===== config.mk =====
export PLATFORM = sky130hd
export DESIGN_NAME = pwm_peripheral
export DESIGN_NICKNAME = d
export VERILOG_FILES = /design/src/rtl/pwm_peripheral.sv
export SDC_FILE = /design/constraint.sdc
export NUM_CORES = 1
export LEC_CHECK = 0
export CORE_MARGIN = 2
export CORE_UTILIZATION = 47
export CTS_BUF_LIST = sky130_fd_sc_hd__clkbuf_8
export CTS_CLUSTER_DIAMETER = 80
export CTS_CLUSTER_SIZE = 25
export DETAILED_ROUTE_END_ITERATION = 16
export GPL_TIMING_DRIVEN = 0
export PLACE_DENSITY = 0.95
export SYNTH_ARGS = -nofsm -noshare
export SYNTH_HDL_FRONTEND = slang
export SYNTH_SLANG_ARGS = --single-unit

===== constraint.sdc =====
create_clock -name clk -period 4.47 [get_ports clk]
set_clock_uncertainty 0.15 [all_clocks]
set_input_delay 0.6705 -clock clk [delete_from_list [all_inputs] [get_ports clk]]
set_output_delay 0.6705 -clock clk [all_outputs]
set_load 0.005 [all_outputs]

===== src/rtl/pwm_peripheral.sv =====
// PWM output stage: prescaler + 8-bit period counter driving 16 outputs (low / high / PWM).
// Define PWM_SHADOW_EN to latch the duty cycle only at period boundaries.
module pwm_peripheral #(
    parameter int CLK_DIV = 13
) (
    input  logic        clk,
    input  logic        rst_n,
    input  logic [7:0]  en_reg_out_7_0,
    input  logic [7:0]  en_reg_out_15_8,
    input  logic [7:0]  en_reg_pwm_7_0,
    input  logic [7:0]  en_reg_pwm_15_8,
    input  logic [7:0]  pwm_duty_cycle,
    output logic [15:0] out,
    output logic        period_start
);

    localparam int PRE_W = (CLK_DIV > 1) ? $clog2(CLK_DIV) : 1;
    localparam logic [PRE_W-1:0] PRE_MAX = PRE_W'(CLK_DIV - 1);

    logic [PRE_W-1:0] pre_cnt_q, pre_cnt_d;
    logic [7:0]       cnt_q, cnt_d;
    logic             wrap_q, wrap_d;
    logic             period_start_q, period_start_d;
    logic [15:0]      out_q, out_d;
    logic [15:0]      en_out, en_pwm;
    logic [7:0]       duty_eff;
    logic             tick;
    logic             wrap;
    logic             pwm_level;

    assign en_out = {en_reg_out_15_8, en_reg_out_7_0};
    assign en_pwm = {en_reg_pwm_15_8, en_reg_pwm_7_0};
    assign tick   = (pre_cnt_q == PRE_MAX);
    assign wrap   = tick && (cnt_q == 8'hFF);

`ifdef PWM_SHADOW_EN
    logic [7:0] duty_q, duty_d;

    // The new duty is sampled in the wrap cycle so it applies from cnt==0 onwards.
    always_comb begin
        duty_d = duty_q;
        if (wrap) begin
            duty_d = pwm_duty_cycle;
        end
    end

    always_ff @(posedge clk or negedge rst_n) begin
        if (!rst_n) begin
            duty_q <= 8'h00;
        end else begin
            duty_q <= duty_d;
        end
    end

    assign duty_eff = duty_q;
`else
    assign duty_eff = pwm_duty_cycle;
`endif

    always_comb begin
        pre_cnt_d = pre_cnt_q + PRE_W'(1);
        cnt_d     = cnt_q;
        if (tick) begin
            pre_cnt_d = '0;
            cnt_d     = cnt_q + 8'd1;
        end
    end

    // 0xFF is a special case so that full duty has no low cycle at cnt==255.
    always_comb begin
        pwm_level = (cnt_q < duty_eff);
        if (duty_eff == 8'hFF) begin
            pwm_level = 1'b1;
        end
    end

    always_comb begin
        out_d = '0;
        for (int i = 0; i < 16; i++) begin
            out_d[i] = en_out[i] & (~en_pwm[i] | pwm_level);
        end
    end

    // wrap_q marks the first cycle with cnt==0; one more stage lines the pulse up with out.
    assign wrap_d         = wrap;
    assign period_start_d = wrap_q;

    always_ff @(posedge clk or negedge rst_n) begin
        if (!rst_n) begin
            pre_cnt_q      <= '0;
            cnt_q          <= 8'h00;
            wrap_q         <= 1'b0;
            period_start_q <= 1'b0;
            out_q          <= 16'h0000;
        end else begin
            pre_cnt_q      <= pre_cnt_d;
            cnt_q          <= cnt_d;
            wrap_q         <= wrap_d;
            period_start_q <= period_start_d;
            out_q          <= out_d;
        end
    end

    assign out          = out_q;
    assign period_start = period_start_q;

endmodule


==> results by group <==
Power and ir drop
  • Comb power frac: 0.130
  • Worst vdd ir: 0.293 mV
  • Sequential share of power: 0.482
  • Internal: 0.455 mW
  • P_leak: 0.922 nW
  • Overall power: 0.584 mW
  • Switching Power: 0.129 mW
  • PwrDens: 279 nW/um2
  • Clock power share: 0.388
  • Sw Ratio: 0.221

Placement
  • GPL Wtd Cong: 0.781
  • IO Port Bufs: 58
  • HPWL Detailed: 2490 um

STA
  • Worst hold margin: 209 ps
  • Final setup vio count: 0
  • Final period utilization: 0.597
  • Slew Viols, Final: 0
  • Final Hold Fails: 0
  • Worst Max-Slew Pin Slew: 635 ps
  • Relative slew slack: 0.577
  • RSZ-0062 raised after global routing: no
  • Setup TNS: 0 ps
  • Highest clock rate: 375 MHz
  • Minimum clock period after layout: 2670 ps

Synth
  • Synthesized cell area: 1390 um2
  • Synth Warn #: 0
  • Post-synthesis async set-or-reset flop share: 1.00
  • Synthesized flop and latch total: 30
  • Cells after synthesis: 108
  • Distinct cells, synth: 27
  • Main synth FF type: dfrtp_1
  • EDFF count, synth: 0
  • Syn nets: 160
  • Seq/Total Area, Yosys: 0.542
  • Mapped Avg Cell Area: 12.8 um2

Critical path
  • CP Launch Type: primary input
  • Critical Path RT: 4500 ps
  • R2R Path Start: cnt_q[5]
  • Worst r2r path cells: 6
  • Worst Path Arrival: 2690 ps
  • Crit end category: flip-flop
  • Critical Path Fanout Max: 10
  • Crit Path Category: in2reg
  • Crit. Startpoint: pwm_duty_cycle[7]

Floorplanning
  • Die Wd: 58.3 um
  • Die height: 58.3 um
  • CORE AREA: 2780 um2
  • Row cnt: 19
  • Die area: 3400 um2
  • Initial Util: 0.498
  • I/O pin count: 59

Drt
  • Final wirelength: 3340 um
  • DR vias: 1,103
  • Routed wire length per instance: 16.3 um
  • Post-DRT Antenna Nets: 0
  • 1st-iter DRT viols: 10
  • Via-per-instance ratio: 5.38
  • Pre-Repair DR Iteration Count: 3
  • Residual DRC: 0

Clocking
  • Clk buf depth: 2
  • Resized Gates After CTS: 0
  • Reg clk slew, reported paths: 60 ps
  • # clock sinks: 30
  • CTS buffer count: 5
  • Hold_buf cts: 0
  • Clk Latency, worst-skew pair: 280 ps
  • Root Driver: clkbuf_8
  • H-Tree Depth: 2
  • Buffer count from post-CTS setup fixing: 0
  • CTS tree: done

Min path
  • Worst hold path class: reg2reg
  • Hold path cells: 0
  • Hold Startpoint: period_start_d

Global routing
  • Initial antenna violation count: 0
  • First-pass GRT wire length: 5410 um
  • Largest net degree at the start of global routing: 31
  • Vias in the first global route: 1,199
  • Grt total ovfl: 0
  • Total GRT Usage: 0.227

Run status
  • Outcome: finished, final reports clean

Finish
  • Most common cell after layout, fill and taps aside: clkdlybuf4s50_1
  • Nets@finish: 225
  • Fraction of layout cells with a size suffix above 1: 0.161
  • Area delta synth->final: 51.2%
  • Antenna Cells: 0
  • Most frequent cells in the layout: 57 x clkdlybuf4s50_1, 30 x dfrtp_1, 11 x inv_1, 10 x a21boi_2, 10 x ha_1

Job
  • Max-cap violations: 0
## state kept, by name, indices dropped and copies added (netlist names)
signal	flops
period_start	1
out	16
pre_cnt_q	4
cnt_q	8
period_start_d	1
## final timing paths
path	end	slack, ps
setup / recovery	out[0]	1800
hold / removal	period_start	210
setup reg to reg	out[0]	2290
hold reg to reg	period_start	210
max in group asynchronous	out[14]	3500
min in group asynchronous	out[5]	250
## cell type report
type                       instances  area [um2]
timing repair buffer              58         576
multi-input combinational         65         578
inverter                          11        41.3
tap                               31        38.8
sequential                        30         751
clock buffer                       6        82.6
buffer                             2        16.3
fill                             172         686
clock inverter                     2        12.5
## cell usage after synthesis (all sizes together) (2+ instances only)
master / instances / area (um2)
dfrtp: 30 / 751
a21boi: 16 / 158
inv: 11 / 41.3
ha: 10 / 125
nor2: 6 / 22.5
xnor2: 6 / 52.6
nand4: 5 / 31.3
nand2: 3 / 11.3
a21oi: 2 / 10.0
and3: 2 / 12.5
buf: 2 / 16.3
o21ai: 2 / 13.8
xor2: 2 / 17.5
## worst max-delay path, cell delays in order
cell and delay, ps:
clkdlybuf4s50_1 490, inv_1 60, ha_1 310, and4_2 230, o21ai_2 50, o32ai_2 550
buf_6 250, a21boi_2 80
## power by group through the flow
| stage | logic [mW] | clock network, mW | registers [mW] |
|---|---|---|---|
| finish | 0.0760 | 0.227 | 0.281 |
| global route | 0.0818 | 0.250 | 0.282 |
| CTS | 0.0777 | 0.234 | 0.282 |
| detailed placement | 0.0767 | 0 | 0.286 |
| global placement | 0.0735 | 0 | 0.286 |
| floorplan | 0.0140 | 0 | 0.287 |
## cell families (layout without fill, tap and decap cells)
logic type | Yosys count | count (layout) | synth area share
XOR/XNOR | 8 | 8 | 0.0505
multiplexers | 1 | 1 | 0.00812
adder cells (fa/ha/maj) | 10 | 10 | 0.0903
flip-flops | 30 | 30 | 0.542
buffers and inverters | 13 | 79 | 0.0415
AND/OR/NAND/NOR | 20 | 20 | 0.0803
AO/OA/AOI/OAI | 26 | 26 | 0.188
## metal layers
metal | global-route usage | wire length (um)
met5 | 0 | 0
met4 | 0.110 | 65
met3 | 0.0923 | 250
met2 | 0.406 | 1860
met1 | 0.225 | 1170
## metrics by stage
stage	cell area, um2	instances	setup slack [ps]	utilization
6_report	2100	205	1800	0.753
5_1_grt	2100	205	1730	0.753
4_1_cts	2100	205	1810	0.755
3_5_place_dp	2010	197	1520	0.721
3_3_place_gp	2010	197	1580	0.721
2_1_floorplan	1390	108	2290	-
No activity file was read; power rests on OpenSTA's default activity.
